[src/rtl/alu_share_arbiter_if.sv]
// Request/response bundle between two requesters and the shared-ALU arbiter.
// Optional resp_err appears only when ALU_SHARE_ARBITER_ILLEGAL_OP_EN is defined.
interface alu_share_arbiter_if #(
    parameter int N = 32
);
    logic [1:0]   req_valid;
    logic [1:0]   req_ready;
    logic [N-1:0] req_a0;
    logic [N-1:0] req_a1;
    logic [N-1:0] req_b0;
    logic [N-1:0] req_b1;
    logic [2:0]   req_op0;
    logic [2:0]   req_op1;
    logic [1:0]   resp_valid;
    logic [1:0]   resp_ready;
    logic [N-1:0] resp_y;
    logic         resp_zero;
`ifdef ALU_SHARE_ARBITER_ILLEGAL_OP_EN
    logic         resp_err;
`endif

    // Requester side: issues operations, consumes results.
    modport master (
        output req_valid, req_a0, req_a1, req_b0, req_b1, req_op0, req_op1,
        output resp_ready,
        input  req_ready, resp_valid, resp_y, resp_zero
`ifdef ALU_SHARE_ARBITER_ILLEGAL_OP_EN
        , input resp_err
`endif
    );

    // Arbiter side.
    modport slave (
        input  req_valid, req_a0, req_a1, req_b0, req_b1, req_op0, req_op1,
        input  resp_ready,
        output req_ready, resp_valid, resp_y, resp_zero
`ifdef ALU_SHARE_ARBITER_ILLEGAL_OP_EN
        , output resp_err
`endif
    );
endinterface

[src/rtl/alu_share_arbiter.sv]
// Round-robin arbiter sharing one N-bit ALU between two requesters.
// Each accepted op: latch operands, hold ALU inputs ALU_LAT cycles, capture
// y/zero, return the result on the granted requester's response channel.
// Optional feature macro: ALU_SHARE_ARBITER_ILLEGAL_OP_EN (op 3'b111 answered
// immediately with resp_err=1 and never sent to the ALU).
module alu_share_arbiter #(
    parameter int N       = 32,
    parameter int ALU_LAT = 1
) (
    input  logic         clk,
    input  logic         rst,
    alu_share_arbiter_if.slave bus,
    output logic [N-1:0] alu_a,
    output logic [N-1:0] alu_b,
    output logic [2:0]   alu_op,
    input  logic [N-1:0] alu_y,
    input  logic         alu_zero
);
    localparam int CW = (ALU_LAT > 1) ? $clog2(ALU_LAT) : 1;

    typedef enum logic [1:0] {IDLE, ISSUE, RESP} state_t;

    state_t        state;
    logic          prio;
    logic          gnt_q;
    logic [CW-1:0] lat_cnt;

    logic          grant;
    logic          has_req;
    logic [N-1:0]  sel_a;
    logic [N-1:0]  sel_b;
    logic [2:0]    sel_op;

    // Round-robin grant, operand select and combinational request accept.
    always_comb begin
        // NOTE: every output gets a default first so no path leaves it unassigned (no latch).
        grant   = prio;
        has_req = 1'b0;
        if (bus.req_valid[prio]) begin
            has_req = 1'b1;
        end else if (bus.req_valid[~prio]) begin
            grant   = ~prio;
            has_req = 1'b1;
        end
        sel_a  = grant ? bus.req_a1  : bus.req_a0;
        sel_b  = grant ? bus.req_b1  : bus.req_b0;
        sel_op = grant ? bus.req_op1 : bus.req_op0;
        bus.req_ready = 2'b00;
        if (state == IDLE && has_req) begin
            bus.req_ready[grant] = 1'b1;
        end
    end

    // Sequencer FSM with registered ALU drive and response outputs.
    always_ff @(posedge clk or posedge rst) begin
        if (rst) begin
            state          <= IDLE;
            prio           <= 1'b0;
            gnt_q          <= 1'b0;
            lat_cnt        <= '0;
            bus.resp_valid <= 2'b00;
            bus.resp_y     <= '0;
            bus.resp_zero  <= 1'b0;
            alu_a          <= '0;
            alu_b          <= '0;
            alu_op         <= 3'b000;
`ifdef ALU_SHARE_ARBITER_ILLEGAL_OP_EN
            bus.resp_err   <= 1'b0;
`endif
        end else begin
            // NOTE: state registers use non-blocking assignment so every read sees pre-edge values.
            case (state)
                IDLE: begin
                    // In IDLE a pending request is always accepted this edge.
                    if (has_req) begin
                        gnt_q <= grant;
`ifdef ALU_SHARE_ARBITER_ILLEGAL_OP_EN
                        if (sel_op == 3'b111) begin
                            bus.resp_y     <= '0;
                            bus.resp_zero  <= 1'b0;
                            bus.resp_err   <= 1'b1;
                            bus.resp_valid <= 2'b01 << grant;
                            state          <= RESP;
                        end else begin
                            bus.resp_err <= 1'b0;
                            alu_a        <= sel_a;
                            alu_b        <= sel_b;
                            alu_op       <= sel_op;
                            lat_cnt      <= CW'(ALU_LAT - 1);
                            state        <= ISSUE;
                        end
`else
                        alu_a   <= sel_a;
                        alu_b   <= sel_b;
                        alu_op  <= sel_op;
                        lat_cnt <= CW'(ALU_LAT - 1);
                        state   <= ISSUE;
`endif
                    end
                end
                ISSUE: begin
                    if (lat_cnt == '0) begin
                        bus.resp_y     <= alu_y;
                        bus.resp_zero  <= alu_zero;
                        bus.resp_valid <= 2'b01 << gnt_q;
                        state          <= RESP;
                    end else begin
                        lat_cnt <= lat_cnt - 1'b1;
                    end
                end
                RESP: begin
                    if (bus.resp_ready[gnt_q]) begin
                        bus.resp_valid <= 2'b00;
                        prio           <= ~gnt_q;
                        state          <= IDLE;
                    end
                end
                default: state <= IDLE;
            endcase
        end
    end
endmodule

[src/flat_wrapper.sv]
// flat-port wrapper written by rule: the top's interface ports become plain ports
module alu_share_arbiter_flat 
#(
    parameter int N       = 32,
    parameter int ALU_LAT = 1
)
  (clk, rst, alu_a, alu_b, alu_op, alu_y, alu_zero, bus_req_valid, bus_req_a0, bus_req_a1, bus_req_b0, bus_req_b1, bus_req_op0, bus_req_op1, bus_resp_ready, bus_req_ready, bus_resp_valid, bus_resp_y, bus_resp_zero);
  alu_share_arbiter_if #(.N(N)) bus_i ();
  input  logic clk;
  input  logic rst;
  output logic [N-1:0] alu_a;
  output logic [N-1:0] alu_b;
  output logic [2:0] alu_op;
  input  logic [N-1:0] alu_y;
  input  logic alu_zero;
  input wire logic [$bits(bus_i.req_valid)-1:0] bus_req_valid;
  input wire logic [$bits(bus_i.req_a0)-1:0] bus_req_a0;
  input wire logic [$bits(bus_i.req_a1)-1:0] bus_req_a1;
  input wire logic [$bits(bus_i.req_b0)-1:0] bus_req_b0;
  input wire logic [$bits(bus_i.req_b1)-1:0] bus_req_b1;
  input wire logic [$bits(bus_i.req_op0)-1:0] bus_req_op0;
  input wire logic [$bits(bus_i.req_op1)-1:0] bus_req_op1;
  input wire logic [$bits(bus_i.resp_ready)-1:0] bus_resp_ready;
  output wire logic [$bits(bus_i.req_ready)-1:0] bus_req_ready;
  output wire logic [$bits(bus_i.resp_valid)-1:0] bus_resp_valid;
  output wire logic [$bits(bus_i.resp_y)-1:0] bus_resp_y;
  output wire logic [$bits(bus_i.resp_zero)-1:0] bus_resp_zero;
  assign bus_i.req_valid = bus_req_valid;
  assign bus_i.req_a0 = bus_req_a0;
  assign bus_i.req_a1 = bus_req_a1;
  assign bus_i.req_b0 = bus_req_b0;
  assign bus_i.req_b1 = bus_req_b1;
  assign bus_i.req_op0 = bus_req_op0;
  assign bus_i.req_op1 = bus_req_op1;
  assign bus_i.resp_ready = bus_resp_ready;
  assign bus_req_ready = bus_i.req_ready;
  assign bus_resp_valid = bus_i.resp_valid;
  assign bus_resp_y = bus_i.resp_y;
  assign bus_resp_zero = bus_i.resp_zero;
  alu_share_arbiter #(.N(N), .ALU_LAT(ALU_LAT)) u_core (.clk(clk), .rst(rst), .bus(bus_i), .alu_a(alu_a), .alu_b(alu_b), .alu_op(alu_op), .alu_y(alu_y), .alu_zero(alu_zero));
endmodule
[config.mk]
export PLATFORM = sky130hd
export DESIGN_NAME = alu_share_arbiter_flat
export DESIGN_NICKNAME = d
export VERILOG_FILES = /design/src/rtl/alu_share_arbiter_if.sv /design/src/rtl/alu_share_arbiter.sv /design/src/flat_wrapper.sv
export SDC_FILE = /design/constraint.sdc
export NUM_CORES = 1
export LEC_CHECK = 0
export ABC_AREA = 1
export BUFFER_PORTS_ARGS = -buffer_cell sky130_fd_sc_hd__buf_2
export CAP_MARGIN = 20
export CORE_MARGIN = 2
export CORE_UTILIZATION = 42
export CTS_BUF_LIST = sky130_fd_sc_hd__clkbuf_8
export DETAILED_ROUTE_END_ITERATION = 8
export PLACE_DENSITY = 0.87
export SLEW_MARGIN = 20
export SYNTH_ARGS = -nofsm -noshare
export SYNTH_HDL_FRONTEND = slang
export SYNTH_SLANG_ARGS = --single-unit
[constraint.sdc]
create_clock -name clk -period 3.4 [get_ports clk]
set_input_delay 0.68 -clock clk [delete_from_list [all_inputs] [get_ports clk]]
set_output_delay 0.68 -clock clk [all_outputs]
set_load 0.1 [all_outputs]
==> results of run 1 <==
[metrics by stage]
stage	setup WS [ns]	utilization [%]	hold slack (ns)	instances	cell area [um^2]
finish	0.999	55.9	0.263	1121	6990
global route	0.959	55.9	0.238	1121	6990
CTS	1.00	55.8	0.254	1120	6990
detailed placement	0.942	54.4	0.462	1104	6800
global placement	0.980	54.4	0.459	1104	6800
floorplan	0.370	-	0.474	701	5330
[layer usage]
metal | track usage (%) | vias up
met5 | 0 | -
met2 | 38.8 | 306
met4 | 8.86 | 0
met1 | 27.4 | 2589
met3 | 6.80 | 44
li1 | - | 2752
[path summary, 6_finish.rpt]
kind,endpoint,slack [ns],depth (start not counted)
setup / recovery,bus_req_ready[1],1.0,3
hold / removal,u_core.alu_b[19],0.26,2
setup reg to reg,u_core.alu_a[31],1.40,8
hold reg to reg,u_core.bus.resp_y[19],0.49,2
max in group asynchronous,u_core.alu_a[12],2.55,3
min in group clk,u_core.bus.resp_y[19],0.49,2
[registers in the layout (all words and copies together), names as in the netlist]
| register | flops |
|---|---|
| u_core.alu_op | 3 |
| u_core.gnt_q | 1 |
| u_core.bus.resp_y | 32 |
| u_core.state | 2 |
| u_core.bus.resp_zero | 1 |
| u_core.bus.resp_valid | 2 |
| u_core.prio | 1 |
| u_core.alu_b | 32 |
| u_core.alu_a | 32 |
[placed cells by master (no fill, tap or decap), types with 4 or more instances in the layout]
cell	netlist	final
clkbuf_8	0	10
buf_12	0	5
inv_1	55	54
nand3_1	5	5
buf_4	7	7
nand2_2	2	5
nand2_1	314	311
nand4_1	134	134
clkinvlp_4	0	4
clkinv_1	21	21
buf_2	29	275
dfrtp_1	106	106
[layout make-up]
| cell class | instances | area, um^2 | share of cell area (%) |
|---|---|---|---|
| diodes | 1 | 2.50 | 0.0358 |
| clock buffers | 10 | 138 | 1.97 |
| clock inverters | 6 | 48.8 | 0.698 |
| inverters | 77 | 293 | 4.19 |
| multi-input cells | 462 | 2110 | 30.2 |
| flip-flops and latches | 106 | 2650 | 37.9 |
| well taps | 172 | 215 | 3.08 |
| repair buffers | 287 | 1530 | 21.9 |
[cell families after synthesis]
kind of cell / Yosys count / share of synthesized area, %
buf+inv: 133 / 10.7
compound gates: 3 / 0.329
simple gates: 459 / 39.2
flops: 106 / 49.8
==> flow_summary.json, run 1 <==
{
  "crit_top_cell": "buf_2",
  "final_max_slew_viol_count": 0,
  "r2r_start": "u_core.state[0]",
  "cts.clk_slew.worst_paths_ns": 0.11,
  "synthArstFlopShare_pct": 100,
  "synthCells": 701,
  "cts-resized-gates": 0,
  "numCtsBuffers": 9,
  "clk_latency_ns": 0.36,
  "slowest_delay_ns": 0.47,
  "yosys_warnings": 0,
  "htreeDepth": 3,
  "path_buf_inv": 2,
  "status": "finished, final reports clean",
  "wl_met2_um": 7800,
  "setup_viol_count_final": 0,
  "synth_edf_count": 0,
  "grt_pass1_wl_um": 24500,
  "synth_cell_types": 18,
  "fin_crit_ns": 2.40,
  "fill_cells": 1229,
  "worst_pin_slew_ns": 0.922,
  "yosys-top-cells-count": "nand2_1, nand4_1, dfrtp_1",
  "synth_area_um2": 5320,
  "hold_violations": 0,
  "wl_per_cell_um": 14.4,
  "hp-class": "primary input to async pin",
  "slowest_stage": "buf_2",
  "antenna_left": 0,
  "critical-path-top-delay-family": "buffers and inverters",
  "clock_tree.root_cell": "clkbuf_8",
  "cap_violations": 0,
  "clock_path_buffers": 2,
  "drc": 0,
  "num-nets-final": 1116,
  "grt_usage_pct": 22.8,
  "arrival_ns": 1.72,
  "synth_top_area_share_pct": 49.8,
  "drive_gt1_share_pct": 33.0,
  "syn_area_per_cell_um2": 7.59,
  "syn2layout_area_growth_pct": 31.4,
  "path_class": "primary input to output pin",
  "core-area_um2": 12500,
  "rows": 41,
  "path_cells": "buf_2, a211oi_2, buf_2",
  "dr.pass1.iters": 6,
  "period_share_pct": 70.6,
  "dp_hpwl_um": 11400,
  "postCtsSetupBuffers": 0,
  "crit_required_ns": 2.72,
  "yosysTopAreaCell": "dfrtp_1",
  "finalSetupTns_ns": 0,
  "dieArea_um2": 13600,
  "hold_buffers": 0,
  "die-width_um": 117,
  "drt_iter0_drc": 465,
  "grt_antenna_before_repair": 1,
  "m1WireLength_um": 6260,
  "vias": 5691,
  "pin_count": 277,
  "die_h_um": 117,
  "maxUsedRoutingLayer": "met4",
  "startpoint_type": "primary input",
  "ys.flop_type": "dfrtp_1",
  "synthMostInstantiatedCell": "nand2_1",
  "maxSlewHeadroom_pct": 38.3,
  "gr-total-overflow": 0,
  "startpoint": "bus_req_valid[0]",
  "grt_pass1_vias": 5087,
  "routed-wl-met3_um": 1610,
  "fmax_mhz": 417,
  "start_util_pct": 42.5,
  "ys_ff_latch": 106,
  "clock_skew_ns": 0.0157,
  "tritoncts": "built",
  "ys_seq_area_share_pct": 49.8,
  "worstSetupEndpointType": "output pin",
  "port_buffers": 276,
  "rsz0062_at_grt": "no",
  "routed_via_density": 5.08,
  "gp_congestion": 0.844,
  "ys_top_cells_by_area": "dfrtp_1, nand2_1, nand4_1, inv_1, buf_2",
  "grt_max_degree": 69,
  "drt-total-wl_um": 16100,
  "worstPathMaxFanout": 28,
  "syn_nets": 874,
  "cts_sinks": 106
}
Power of run 1 is not shown: default switching activity piles up to over one toggle a cycle in this logic, so the estimate is an artifact.
==> run 2, diff against run 1 <==
==> constraint.sdc (replaced) <==
create_clock -name clk -period 2.2 [get_ports clk]
set_input_delay 0.44 -clock clk [delete_from_list [all_inputs] [get_ports clk]]
set_output_delay 0.44 -clock clk [all_outputs]
set_load 0.1 [all_outputs]
==> flow_summary.json, run 2 (synthesized netlist as in run 1, its figures left out) <==
{
  "arrival_ns": 1.58,
  "period_share_pct": 91.9,
  "startpoint_type": "flip-flop",
  "antenna_left": 0,
  "critical-path-top-delay-family": "buffers and inverters",
  "layout_commonest_cell": "nand2_1",
  "syn2layout_area_growth_pct": 32.7,
  "hold_violations": 0,
  "vias": 5668,
  "cts.clk_slew.worst_paths_ns": 0.11,
  "numCtsBuffers": 9,
  "worstSetupEndpointType": "output pin",
  "multi_input_area_um2": 2110,
  "worst_pin_slew_ns": 0.548,
  "hold_slack_ns": 0.0482,
  "drive_gt1_share_pct": 33.5,
  "r2r_setup_slack_ns": 0.54,
  "drt-total-wl_um": 16200,
  "dp_hpwl_um": 11300,
  "rsz0062_at_grt": "no",
  "routed-wl-met3_um": 1420,
  "r2r_start": "u_core.state[0]",
  "timing.rr.end": "u_core.alu_a[28]",
  "clk_latency_ns": 0.37,
  "fill_cells": 1195,
  "maxUsedRoutingLayer": "met4",
  "crit_required_ns": 1.76,
  "gr-total-overflow": 0,
  "cts-resized-gates": 0,
  "htreeDepth": 3,
  "gp_congestion": 0.857,
  "clock_path_buffers": 2,
  "setup_viol_count_final": 0,
  "worstPathMaxFanout": 4,
  "path_class": "flip-flop to output pin",
  "hold_buffers": 0,
  "path_cells": "inv_1, nand2_1, a211oi_2, clkbuf_4",
  "worst-r2r-cell-count": 8,
  "dr.pass1.iters": 6,
  "routed_via_density": 5.02,
  "fin_crit_ns": 2.02,
  "clock_tree.root_cell": "clkbuf_8",
  "pin_count": 277,
  "m1WireLength_um": 6530,
  "largestRegisters": "u_core.alu_a (32), u_core.alu_b (32), u_core.bus.resp_y (32)",
  "rows": 41,
  "clock_skew_ns": 0.0104,
  "path_buf_inv": 2,
  "final_max_slew_viol_count": 0,
  "drc": 0,
  "hp-class": "primary input to async pin",
  "slowest_delay_ns": 0.42,
  "postCtsSetupBuffers": 0,
  "grt_antenna_before_repair": 3,
  "status": "finished, final reports clean",
  "tritoncts": "built",
  "seq_area_um2": 2650,
  "start_util_pct": 42.5,
  "dieArea_um2": 13600,
  "maxSlewHeadroom_pct": 63.4,
  "fmax_mhz": 494,
  "final_cell_mix": "nand2_1, buf_2, nand4_1",
  "cts_sinks": 106,
  "port_buffers": 276,
  "wl_per_cell_um": 14.3,
  "die-width_um": 117,
  "wl_met2_um": 7810,
  "grt_max_degree": 69,
  "grt_pass1_vias": 4917,
  "core-area_um2": 12500,
  "slowest_stage": "dfrtp_1",
  "num-nets-final": 1123,
  "die_h_um": 117,
  "grt_usage_pct": 22.7,
  "drt_iter0_drc": 527,
  "cap_violations": 0,
  "grt_pass1_wl_um": 24000
}
==> run 2: final cells by class <==
| class | count | area share, % |
|---|---|---|
| Tap cell | 172 | 3.05 |
| Clock buffer | 9 | 1.75 |
| Antenna cell | 2 | 0.0708 |
| Multi-Input combinational cell | 462 | 29.9 |
| Inverter | 77 | 4.14 |
| Sequential cell | 106 | 37.5 |
| Clock inverter | 7 | 1.08 |
| Timing Repair Buffer | 294 | 22.4 |
==> run 2: worst max-delay path by stage <==
stage / cells past startpoint / endpoint / slack, ns / from
floorplan: 3 / bus_req_ready[1] / -0.35 / bus_req_valid[0]
CTS: 4 / bus_req_ready[1] / 0.04 / u_core.state[1]
global route: 4 / bus_req_ready[1] / 0.09 / u_core.state[1]
global placement: 4 / bus_req_ready[1] / 0.50 / bus_req_valid[1]
detailed placement: 4 / bus_req_ready[1] / 0.47 / bus_req_valid[1]
finish: 4 / bus_req_ready[1] / 0.18 / u_core.state[1]
==> run 2: metrics by stage <==
step	instances	setup TNS, ns	utilization [%]	setup slack (ns)	area (um^2)
floorplan	701	-0.350	-	-0.350	5330
global placement	1111	0	54.8	0.499	6860
detailed placement	1111	0	54.8	0.473	6860
CTS	1127	0	56.4	0.0429	7060
global route	1128	0	56.4	0.0879	7060
finish	1129	0	56.4	0.177	7060
==> run 2: worst reg2reg max path, delay by kind of cell (launching register included) <==
family,cells,cell delay [ns]
buffers and inverters,3,0.55
DFF,1,0.47
and+or+nand+nor,5,0.55
==> run 2: routing by layer <==
metal	vias up	global-route usage [%]
li1	2762	-
met3	32	6.28
met4	0	10.2
met5	-	0
met1	2591	27.6
met2	283	37.7
Power of run 2 is left out for the same reason.
